**src/rtl/muldiv_sequencer_pkg.sv**
```systemverilog
// muldiv_sequencer_pkg: shared op codes, FSM states and latency for the
// iterative RV32M multiply/divide unit.
package muldiv_sequencer_pkg;

  // funct3 encodings of the M-extension instructions
  localparam logic [2:0] OP_MUL    = 3'd0;
  localparam logic [2:0] OP_MULH   = 3'd1;
  localparam logic [2:0] OP_MULHSU = 3'd2;
  localparam logic [2:0] OP_MULHU  = 3'd3;
  localparam logic [2:0] OP_DIV    = 3'd4;
  localparam logic [2:0] OP_DIVU   = 3'd5;
  localparam logic [2:0] OP_REM    = 3'd6;
  localparam logic [2:0] OP_REMU   = 3'd7;

  // start-to-done cycles for a full-length operation (32 CALC + FIX + DONE)
  localparam int MULDIV_LATENCY = 34;

  typedef enum logic [1:0] {
    IDLE = 2'd0,
    CALC = 2'd1,
    FIX  = 2'd2,
    DONE = 2'd3
  } state_t;

  // rs1 is treated as two's complement for MULH, MULHSU, DIV and REM
  function automatic logic rs1_signed(input logic [2:0] op);
    return (op == OP_MULH) || (op == OP_MULHSU) || (op == OP_DIV) || (op == OP_REM);
  endfunction

  // rs2 is treated as two's complement for MULH, DIV and REM
  function automatic logic rs2_signed(input logic [2:0] op);
    return (op == OP_MULH) || (op == OP_DIV) || (op == OP_REM);
  endfunction

endpackage

```
**src/rtl/muldiv_step.sv**
```systemverilog
// muldiv_step: one combinational radix-2 iteration. For multiply it is an
// add-then-shift-right on the {acc_hi, acc_lo} product register; for divide
// it is a shift-left, trial subtract and quotient-bit insert.
module muldiv_step
  import muldiv_sequencer_pkg::*;
#(
  parameter int XLEN = 32
) (
  input  logic            is_div,
  input  logic [XLEN-1:0] acc_hi,
  input  logic [XLEN-1:0] acc_lo,
  input  logic [XLEN-1:0] operand,
  output logic [XLEN-1:0] acc_hi_next,
  output logic [XLEN-1:0] acc_lo_next
);

  logic [XLEN:0] sum;
  logic [XLEN:0] shifted;
  logic          fits;

  // The remainder always stays below the divisor, so XLEN bits hold it; only
  // the shifted trial value needs the extra bit.
  always_comb begin
    sum     = {1'b0, acc_hi} + (acc_lo[0] ? {1'b0, operand} : {(XLEN+1){1'b0}});
    shifted = {acc_hi, acc_lo[XLEN-1]};
    fits    = shifted >= {1'b0, operand};
    if (is_div) begin
      acc_hi_next = fits ? (shifted[XLEN-1:0] - operand) : shifted[XLEN-1:0];
      acc_lo_next = {acc_lo[XLEN-2:0], fits};
    end else begin
      acc_hi_next = sum[XLEN:1];
      acc_lo_next = {sum[0], acc_lo[XLEN-1:1]};
    end
  end

endmodule

```
**src/rtl/muldiv_sequencer.sv**
```systemverilog
// muldiv_sequencer: iterative RV32M multiply/divide unit. Latches magnitudes
// on start, runs 32 muldiv_step iterations, sign-corrects in FIX and pulses
// done. Divide-by-zero and signed overflow finish one cycle after start.
// Build option MULDIV_ZERO_SKIP_EN: also short-circuits multiplies by zero
// and divides whose dividend magnitude is below the divisor magnitude.
module muldiv_sequencer
  import muldiv_sequencer_pkg::*;
#(
  parameter int XLEN  = 32,
  parameter int CNT_W = 5
) (
  input  logic            CPU_CLK,
  input  logic            CPU_RST_N,
  input  logic            start,
  input  logic            flush,
  input  logic [2:0]      op,
  input  logic [XLEN-1:0] operand1,
  input  logic [XLEN-1:0] operand2,
  output logic            busy,
  output logic            done,
  output logic [XLEN-1:0] result
);

  localparam logic [XLEN-1:0] SMIN = {1'b1, {(XLEN-1){1'b0}}};

  state_t            state_q, state_d;
  logic [2:0]        op_q;
  logic              neg1_q, neg2_q;
  logic [CNT_W-1:0]  count_q;
  logic [XLEN-1:0]   acc_hi_q, acc_lo_q, operand_q;
  logic [XLEN-1:0]   step_hi, step_lo;

  logic              sgn1, sgn2;
  logic [XLEN-1:0]   mag1, mag2;
  logic              special;
  logic [XLEN-1:0]   special_value;
  logic              accept;

  logic [2*XLEN-1:0] product;
  logic [XLEN-1:0]   quotient, remainder, fixed_value;

  muldiv_step #(.XLEN(XLEN)) u_step (
    .is_div      (op_q[2]),
    .acc_hi      (acc_hi_q),
    .acc_lo      (acc_lo_q),
    .operand     (operand_q),
    .acc_hi_next (step_hi),
    .acc_lo_next (step_lo)
  );

  // Operand signs and magnitudes as seen at the start edge
  always_comb begin
    sgn1 = rs1_signed(op) & operand1[XLEN-1];
    sgn2 = rs2_signed(op) & operand2[XLEN-1];
    mag1 = sgn1 ? (-operand1) : operand1;
    mag2 = sgn2 ? (-operand2) : operand2;
  end

  // Cases whose answer is known at the start edge and skip CALC/FIX
  always_comb begin
    special       = 1'b0;
    special_value = '0;
    if (op[2]) begin
      if (operand2 == '0) begin
        special       = 1'b1;
        special_value = op[1] ? operand1 : '1;
      end else if (((op == OP_DIV) || (op == OP_REM)) && (operand1 == SMIN) && (operand2 == '1)) begin
        special       = 1'b1;
        special_value = op[1] ? '0 : SMIN;
      end
`ifdef MULDIV_ZERO_SKIP_EN
      else if (mag1 < mag2) begin
        special       = 1'b1;
        special_value = op[1] ? operand1 : '0;
      end
`endif
    end
`ifdef MULDIV_ZERO_SKIP_EN
    else if ((operand1 == '0) || (operand2 == '0)) begin
      special       = 1'b1;
      special_value = '0;
    end
`endif
  end

  // Sign correction and word selection applied in FIX
  always_comb begin
    product = {acc_hi_q, acc_lo_q};
    if (neg1_q ^ neg2_q) begin
      product = -product;
    end
    quotient  = (neg1_q ^ neg2_q) ? (-acc_lo_q) : acc_lo_q;
    remainder = neg1_q ? (-acc_hi_q) : acc_hi_q;
    case (op_q)
      OP_MUL:                       fixed_value = product[XLEN-1:0];
      OP_MULH, OP_MULHSU, OP_MULHU: fixed_value = product[2*XLEN-1:XLEN];
      OP_DIV, OP_DIVU:              fixed_value = quotient;
      default:                      fixed_value = remainder;
    endcase
  end

  // A start only counts when idle or finishing, and never against a flush
  always_comb begin
    accept = start && !flush && ((state_q == IDLE) || (state_q == DONE));
  end

  // State register
  always_ff @(posedge CPU_CLK or negedge CPU_RST_N) begin
    if (!CPU_RST_N) begin
      state_q <= IDLE;
    end else begin
      state_q <= state_d;
    end
  end

  // Next-state and status outputs; flush overrides every transition
  always_comb begin
    state_d = state_q;
    busy    = 1'b0;
    done    = 1'b0;
    case (state_q)
      IDLE: begin
        if (start) begin
          state_d = special ? DONE : CALC;
        end
      end
      CALC: begin
        busy = 1'b1;
        if (count_q == CNT_W'(XLEN-1)) begin
          state_d = FIX;
        end
      end
      FIX: begin
        busy    = 1'b1;
        state_d = DONE;
      end
      DONE: begin
        done = 1'b1;
        if (start) begin
          state_d = special ? DONE : CALC;
        end else begin
          state_d = IDLE;
        end
      end
      default: state_d = IDLE;
    endcase
    if (flush) begin
      state_d = IDLE;
    end
  end

  // Datapath: latch on accept, iterate in CALC, write the result in FIX
  always_ff @(posedge CPU_CLK or negedge CPU_RST_N) begin
    if (!CPU_RST_N) begin
      op_q      <= '0;
      neg1_q    <= 1'b0;
      neg2_q    <= 1'b0;
      count_q   <= '0;
      acc_hi_q  <= '0;
      acc_lo_q  <= '0;
      operand_q <= '0;
      result    <= '0;
    end else if (accept) begin
      op_q     <= op;
      neg1_q   <= sgn1;
      neg2_q   <= sgn2;
      count_q  <= '0;
      acc_hi_q <= '0;
      if (op[2]) begin
        acc_lo_q  <= mag1;
        operand_q <= mag2;
      end else begin
        acc_lo_q  <= mag2;
        operand_q <= mag1;
      end
      if (special) begin
        result <= special_value;
      end
    end else if ((state_q == CALC) && !flush) begin
      acc_hi_q <= step_hi;
      acc_lo_q <= step_lo;
      count_q  <= count_q + 1'b1;
    end else if ((state_q == FIX) && !flush) begin
      result <= fixed_value;
    end
  end

endmodule

```
**config.mk**
```make
export PLATFORM = sky130hd
export DESIGN_NAME = muldiv_sequencer
export DESIGN_NICKNAME = d
export VERILOG_FILES = /design/src/rtl/muldiv_sequencer_pkg.sv /design/src/rtl/muldiv_step.sv /design/src/rtl/muldiv_sequencer.sv
export SDC_FILE = /design/constraint.sdc
export NUM_CORES = 1
export LEC_CHECK = 0
export ABC_AREA = 1
export CAP_MARGIN = 25
export CORE_MARGIN = 5
export CORE_UTILIZATION = 31
export CTS_BUF_LIST = sky130_fd_sc_hd__clkbuf_4
export CTS_CLUSTER_SIZE = 8
export DETAILED_ROUTE_END_ITERATION = 7
export GPL_ROUTABILITY_DRIVEN = 0
export PLACE_DENSITY = 0.44
export SYNTH_ARGS = -nofsm -noshare
export SYNTH_HDL_FRONTEND = slang
export SYNTH_HIERARCHICAL = 1
export SYNTH_SLANG_ARGS = --single-unit
```
**constraint.sdc**
```tcl
create_clock -name CPU_CLK -period 7.85 [get_ports CPU_CLK]
set_clock_uncertainty 0.05 [all_clocks]
set_input_delay 1.1775 -clock CPU_CLK [delete_from_list [all_inputs] [get_ports CPU_CLK]]
set_output_delay 1.1775 -clock CPU_CLK [all_outputs]
set_load 0.1 [all_outputs]
```
Yosys cells after proc, flatten, opt, wreduce, memory -nomap -nowiden
Cells that the tools add are included.

storage, ports and cells
  flip-flop bits (word level) = 140
  output and inout port bits = 34

cells by class
  add/sub/neg operators = 8
  order comparisons = 1
  equality and inequality tests = 19
  multiplexer cells = 38
  bitwise gates (word level) = 3
  reduce and logical (&&, ||, !) cells = 24

operator list
  kind                                            count
  two-way mux 32 bit                              23
  negator 32 bit                                  4
  case mux 32 bit (3 select lines)                1
  == test 32 bit (second input constant)          2
  two-way mux 64 bit                              1
  negator 64 bit                                  1
  adder 32 x 33 -> 33 bit                         1
  >= comparator 33 x 32 -> 1 bit                  1
  logical NOT 32 bit                              1
  subtractor 32 bit                               1
  == test 3 bit (second input constant)           4
  two-way mux 2 bit                               5
  two-way mux 5 bit                               2
  == test 3 x 2 -> 1 bit (second input constant)  3
  case mux 2 bit (4 select lines)                 1
  logical OR 1 bit                                7
  == test 3 x 1 -> 1 bit (second input constant)  2
  logical AND 1 bit                               6
  != test 3 bit (second input constant)           2
  adder 5 x 1 -> 5 bit (second input constant)    1
  == test 5 bit (second input constant)           1
  two-way mux 1 bit                               5
  == test 2 bit (second input constant)           2
  != test 2 bit (second input constant)           2
  other kinds (11)                                14

Logic depth before layout (Yosys ltp)
Gate-level depths: netlist of the first run.

  depth after elaboration = 11
  depth in mapped cells = 19
  depth with buffers taken out = 18

Modules after synthesis
Netlist of the first run, hierarchy kept.

by module, submodules not included
  module            instances  cells each  area each (um2)
  muldiv_sequencer  1          2027        12121.6
  muldiv_step       1          1272        6279.8

Worst setup path before layout of the first run
No wires, ideal clock.

  kind = input -> register
  start point = input port operand2[0]
  end point = register result[21]
  setup time = 0.074 ns
  arrival = 2.668 ns
  required time = 7.726 ns
  path slack = 5.058 ns
  cell stages on the path = 13
  path buffers = 1
  cells stage by stage = inv_1 > ha_1 > nand3_1 > nor2_4 > nand4_2 > nor2_2 > nand2_4 > nor2_8 > inv_4 > buf_6 > a21oi_2 > nor2_1 > a21oi_2

between the ends
  longest elaborated chain between the ends = 7
  elaborated cells between the ends (all ways) = 13

ends and longest elaborated chain
  element                                                              line                     RTL
  start, declared                                                      muldiv_sequencer.sv:18   input logic [XLEN-1:0] operand2,
  == test 32 bit                                                       muldiv_sequencer.sv:67   end else if (((op == OP_DIV) || (op == OP_REM)) && (operand1 == SMIN) && (operand2 == '1)) begin
  logical AND 1 bit                                                    muldiv_sequencer.sv:67
  two-way mux 1 bit or two-way mux 32 bit (tied branches)              muldiv_sequencer.sv:67
  two-way mux 1 bit or two-way mux 32 bit (tied branches)              muldiv_sequencer.sv:64   if (operand2 == '0) begin
  two-way mux 1 bit or two-way mux 32 bit (tied branches)              muldiv_sequencer.sv:63   if (op[2]) begin
  != test 2 bit (no line) or two-way mux 32 bit (tied branches)        -
  AND reduction 3 bit (no line) or two-way mux 32 bit (tied branches)  -
  end signal, assigned                                                 muldiv_sequencer.sv:177  result <= special_value;
  end signal, assigned                                                 muldiv_sequencer.sv:184  result <= fixed_value;
  end, declared                                                        muldiv_sequencer.sv:21   output logic [XLEN-1:0] result

Parallel ways exist; a longest one is shown, timed or not. The select of a mux whose other input is x is not followed.
A chain may end at the register's enable or synchronous reset.

Worst setup path in the final report of the first run
  start point = input port flush
  end point = register result[23]

between the ends
  longest elaborated chain between the ends = 5
  elaborated cells between the ends (all ways) = 10

ends and longest elaborated chain
  element                                                        line                                                                       RTL
  start, declared                                                muldiv_sequencer.sv:15                                                     input logic flush,
  logical NOT 1 bit *                                            muldiv_sequencer.sv:104, muldiv_sequencer.sv:179, muldiv_sequencer.sv:183
  logical AND 1 bit (2 in a row)                                 muldiv_sequencer.sv:104                                                    accept = start && !flush && ((state_q == IDLE) || (state_q == DONE));
  != test 2 bit (no line) or nonzero test 2 bit (tied branches)  -
  AND reduction 3 bit (no line)                                  -

Mark *: on every way between the ends. The rest lies on a longest branch, timed or not.

==> out/qor.yml, run 1 <==
logic_synthesis:
  ys_seq_area_share_pct: 19.0
  synth-edff-count: 0
  synth_nets: 3447
  async_reset_ff_share_pct: 100
  syn_inst: 3299
  ys_warn_count: 6
  post_synth.cell_area_avg_um2: 5.58
  synth.most_common_cell: "nand2_1"
  yosysTopAreaCellShare_pct: 22.5
  synth_top_area_cell: "nand2_1"
  synth.cell_area_um2: 18400
  yosys.cell_types.count: 57
  synth_seq_cells: 140
  synthTopCellsByCount: "nand2_1, inv_1, nor2_1, nand3_1, o21ai_0"
  synth_area_leaders: "nand2_1, dfrtp_1, nand3_1"
  synthFlopType: "dfrtp_1"
place:
  port_buffers: 104
  numPlacedInstances: 4090
  dpl-instance-area_um2: 20100
  dpl.hpwl_um: 74900
die:
  rows: 89
  die_y_um: 254
  dieWidth_um: 254
  start_util_pct: 31.2
  io_pins: 105
  core_area_um2: 58900
  dieArea_um2: 64300
cells_and_area:
  nets: 3485
  stdcell_area_um2: 20400
  fin_cells: 4125
  area_delta_synth_final_pct: 10.8
  drive_gt1_share_pct: 4.54
worst_setup_path:
  critPathMostFrequentCell: "buf_4"
  cp_slowest_cell: "nor2_4"
  critPathLaunch: "flush"
  path_cells: "clkdlybuf4s50_1 > nor3_4 > buf_4 > clkinv_2 > buf_4 > nor2_4 > inv_2 > a211oi_1 > nor2_1 > a21oi_1"
  critPathMaxStageDelay_ps: 670
  reg2reg_to: "result[23]"
  crit_buf_inv: 5
  critPathLaunchType: "input pin"
  timing.rr.start: "state_q[0]"
  crit_type: "in2reg"
  ff2ff_path_depth: 11
  cp_top_family: "buffers and inverters"
  crit_fanout: 36
  cp.depth: 10
  cp.required_ps: 8450
  endpoint_kind: "flop"
  crit_path_end: "result[23]"
  reg2reg_setup_slack_ps: 4010
  cp.arrival_ps: 4580
detailed_routing:
  viasPerCell: 5.34
  drc: 0
  avgRoutedWirePerCell_um: 22.3
  drt_pass1_iterations: 6
  routed-via-count: 22000
  wl_um: 92000
  ant_nets: 0
  drt_iter0_drc: 2165
global_route:
  antenna_found_initial: 3
  grt_max_degree: 74
  grt_pass1_wl_um: 134000
  grt_pass1_vias: 20700
  track_usage_pct: 27.8
  grt_overflow: 0
sta:
  tightest_slew_ps: 1040
  rsz0062_at_grt: "no"
  timing.final.crit_share_pct: 50.8
  fmax_mhz: 251
  setup_tns_ps: 0
  finalCriticalPeriod_ps: 3990
  timing.final.hold_violations: 0
  slew_violations: 0
  relSlewSlack_pct: 30.3
  setup_viol: 0
power:
  power.share.clock_pct: 5.1
  internal_power_uw: 3490
  vdd_ir_drop_max_mv: 0.442
  powerDensity_nw_per_um2: 506
  p_comb_share_pct: 77.4
  switchingPower_uw: 6830
  p_seq_share_pct: 17.6
  p_sw_share_pct: 66.1
  cellLeakagePower_uw: 0.0103
clock_tree:
  worstSkewPairLatency_ps: 720
  cts-hold-fix-buffers: 0
  clock_path_buffers: 2
  clock_sinks: 140
  cts_tree: "done"
  clkSlewWorstSetupHoldPaths_ps: 150
  cts-htree-levels: 4
  cts_buffers: 17
  post-cts-setup-buffers: 0
  cts_resized: 0
  cts_root_buf: "clkbuf_4"
run_status:
  status: "finished, final reports clean"
run:
  max-cap-violations: 0
hold_path:
  hold_path_class: "in2async"
-- final cells by class --
class / count / area [µm²]
flip-flops and latches: 140 / 3500
multi-input cells: 2615 / 12800
well taps: 773 / 967
fillers: 6770 / 38500
clock inverters: 15 / 153
clock buffers: 17 / 128
repair buffers: 125 / 1220
inverters: 438 / 1650
diodes: 2 / 5.00
-- logic make-up after synthesis --
family	count (synthesis)	share of synthesized area (%)
adders and majority gates	77	5.32
DFF	140	19.0
xor gates and xnor gates	89	4.24
and+or+nand+nor	2029	47.1
buffers and inverters	544	11.7
AOI/OAI and AO/OA	420	12.5
-- how the worst min path moves through the flow --
stage,start,endpoint,slack (ps),cells past startpoint
2_1_floorplan,op_q[0],op_q[0],400,2
3_3_place_gp,result[1],result[1],420,2
3_5_place_dp,result[9],result[9],420,2
4_1_cts,CPU_RST_N,result[26],280,1
5_1_grt,CPU_RST_N,acc_hi_q[31],330,1
6_report,CPU_RST_N,acc_hi_q[31],360,1
-- cell usage in the layout, fill, tap and decap left out, types with 3 or more instances in the layout --
cell	Yosys	final
nand2_1	1102	1102
inv_1	414	414
nor2_1	406	404
nand3_1	322	322
o21ai_0	196	196
a21oi_1	139	139
dfrtp_1	140	139
clkdlybuf4s50_1	0	103
ha_1	75	75
xor2_1	62	62
nand4_1	46	46
nand3b_1	35	35
nor3_1	33	33
xnor2_1	27	27
buf_4	6	20
a31oi_1	18	18
clkbuf_4	0	17
nor2_2	17	16
nand3_2	16	16
nand2_2	15	15
inv_2	15	14
a22oi_1	10	10
or2_2	10	10
clkinv_1	8	9
o211ai_1	9	9
o21ai_1	8	8
a21oi_2	8	8
nor2_4	4	7
o21bai_1	7	7
o21a_1	6	6
inv_6	0	6
and2_1	5	5
nor4_1	5	5
a211oi_1	4	4
a32oi_1	4	4
nand2_4	3	3
inv_8	0	3
a21o_1	3	3
-- metrics by stage --
stage	power, µW	setup slack, ps	util (%)	hold slack, ps
finish	10300	3860	34.6	361
global route	11100	3770	34.6	330
global placement	9600	3160	34.1	421
detailed placement	9620	3180	34.1	417
CTS	10200	3780	34.5	285
floorplan	6940	5060	-	404
-- power by group through the flow --
| stage | sequential, µW | clock (µW) | combinational (µW) |
|---|---|---|---|
| 6_report | 1820 | 522 | 7990 |
| 5_1_grt | 1830 | 566 | 8680 |
| 4_1_cts | 1810 | 542 | 7840 |
| 3_5_place_dp | 1820 | 0 | 7800 |
| 3_3_place_gp | 1820 | 0 | 7790 |
| 2_1_floorplan | 1920 | 0 | 5020 |
-- per-layer routing --
layer | vias to the layer above | global-route usage [%] | share of wire, %
li1 | 10600 | - | -
met1 | 10300 | 36.8 | 43
met2 | 949 | 45.7 | 46
met3 | 161 | 4.26 | 7.2
met4 | 2 | 11.1 | 4.4
met5 | - | 0 | 0.014
-- sequential cells by signal, indices dropped and copies added (netlist names) --
signal	cells
result	32
state_q	2
acc_hi_q	32
neg1_q	1
operand_q	32
op_q	3
count_q	5
acc_lo_q	32
neg2_q	1
No activity file was read; power rests on OpenSTA's default activity.
==> run 2: changes to the inputs <==
Clock period 7.85 ns to 3.91 ns, I/O delays scaled along.
==> run 2 against run 1 <==
Against the previous run: first-iteration DRC count up 12%; final cell count is 1.5% higher; count of clock-buffer cells in the layout stayed put; critical path type is now reg2out; largest power group unchanged; critical endpoint is now busy.
==> out/qor.yml, run 2 (same netlist as run 1, synthesis figures left out) <==
detailed_routing:
  drt_iter0_drc: 2424  # +12%
  drt_pass1_iterations: 7  # +1
  wl_um: 97200  # +5.6%
  ant_nets: 0  # unchanged
  avgRoutedWirePerCell_um: 23.2  # +4.1%
  viasPerCell: 5.38  # +0.70%
  routed-via-count: 22500  # +2.2%
  drc: 0  # unchanged
clock_tree:
  clkSlewWorstSetupHoldPaths_ps: 180  # +30 ps
  cts-htree-levels: 4  # unchanged
  cts_tree: "done"
  worstSkewPairLatency_ps: 740  # +20 ps
  cts_buffers: 17  # unchanged
  cts_root_buf: "clkbuf_4"
  post-cts-setup-buffers: 0  # unchanged
  clock_path_buffers: 2  # unchanged
  clock_sinks: 140  # unchanged
global_route:
  antenna_found_initial: 6  # +3
  track_usage_pct: 29.5  # +1.7 points
  grt_overflow: 0  # unchanged
  grt_pass1_vias: 21200  # +2.8%
  grt_max_degree: 74  # unchanged
  grt_pass1_wl_um: 141000  # +5.7%
power:
  powerDensity_nw_per_um2: 1040  # +100%
  vdd_ir_drop_max_mv: 1.07  # +140%
  cellLeakagePower_uw: 0.0106  # +3.0%
worst_setup_path:
  endpoint_kind: "primary output"
  cp_slowest_cell: "clkdlybuf4s50_1"
  cp.required_ps: 3270  # -5180 ps
  cp_top_family: "buffers and inverters"
  cp.arrival_ps: 2760  # -1820 ps
  critPathLaunchType: "flop"
  timing.rr.start: "neg2_q"
  crit_type: "reg2out"
  crit_buf_inv: 2  # -3
  critPathMaxStageDelay_ps: 1150  # +480 ps
  crit_fanout: 4  # -89%
  critPathLaunch: "state_q[1]"
  path_cells: "inv_1 > ha_1 > clkdlybuf4s50_1"
cells_and_area:
  drive_gt1_share_pct: 6.05  # +1.5 points
  fill_cells: 6802  # +0.47%
  nets: 3539  # +1.5%
  final_common_cell: "nand2_1"
  layout_common_cells: "nand2_1, inv_1, nor2_1"
  area_delta_synth_final_pct: 13.5
  post-route-util_pct: 35.4  # +0.84 points
sta:
  relSlewSlack_pct: 33.1  # +2.8 points
  setup_viol: 0  # unchanged
  timing.final.crit_share_pct: 86.8
  setup_tns_ps: 0  # unchanged
  rsz0062_at_grt: "no"
  timing.final.hold_violations: 0  # unchanged
  finalCriticalPeriod_ps: 3390
  layout_setup_ws_ps: 517  # -3350 ps
  tightest_slew_ps: 1000  # -42.9 ps
  fmax_mhz: 295
  slew_violations: 0  # unchanged
die:
  rows: 89  # unchanged
  dieWidth_um: 254  # unchanged
  die_y_um: 254  # unchanged
  start_util_pct: 31.2  # unchanged
  io_pins: 105  # unchanged
  core_area_um2: 58900  # unchanged
  dieArea_um2: 64300  # unchanged
place:
  dpl.hpwl_um: 79000  # +5.4%
  place_ws_ps: 370  # -2810 ps
  port_buffers: 104  # unchanged
run_status:
  status: "finished, final reports clean"
hold_path:
  hold_path_class: "in2async"
run:
  max-cap-violations: 0  # unchanged
## run 2: cell type report
type	count	area [µm²]	share of cell area (%)
Tap cell	773	967	4.63
Inverter	438	1650	7.89
Multi-Input combinational cell	2615	12800	61.1
Clock buffer	17	128	0.611
Antenna cell	9	22.5	0.108
Clock inverter	15	195	0.935
Timing Repair Buffer	179	1660	7.94
Sequential cell	140	3500	16.8
## run 2: path summary, 6_finish.rpt
kind / end / cells after the start / slack [ps]
setup / recovery: busy / 3 / 520
hold / removal: neg1_q / 2 / 400
setup reg to reg: result[15] / 11 / 550
hold reg to reg: result[4] / 2 / 460
max in group asynchronous: operand_q[23] / 3 / 2510
min in group CPU_CLK: result[4] / 2 / 460
## run 2: stage by stage
step | hold slack (ps) | instance area (µm²) | cells | total power, µW
after global placement | 429 | 20500 | 4144 | 20000
final | 403 | 20900 | 4186 | 21600
after CTS | 389 | 20900 | 4177 | 21300
after global routing | 440 | 20900 | 4184 | 23200
after detailed placement | 415 | 20500 | 4144 | 20000
after floorplan | 241 | 18400 | 3299 | 13900
## run 2: layer usage
metal	vias up	global-route usage [%]	part of all wire, %
met1	10500	39.6	42
met3	171	6.11	9.1
met5	-	0	0.011
met4	2	13.9	5.4
li1	10700	-	-
met2	1115	45.7	44
## run 2: power by group
part           switching (µW)  internal (µW)  total (µW)  leakage (µW)
Combinational           12200           4860       17100       0.00871
Sequential               1250           2100        3350       0.00173
Clock                     789            418        1210      0.000176
## run 2: repair_timing
| item | in CTS | in global routing |
|---|---|---|
| endpoints found under the hold margin | 71 | 0 |
| resized for setup | 0 | 0 |
| hold buffers | 1 | 0 |
## run 2: worst reg2reg max path: stages, from the launching register on
cell     delay (ps)
dfrtp_1         470
or2_1           140
nand2_2          40
buf_4           220
inv_2           670
buf_4           350
nand2_1          90
xnor2_1         130
a21oi_1         480
o21ai_0         180
nand2_1         320
a21oi_1         120
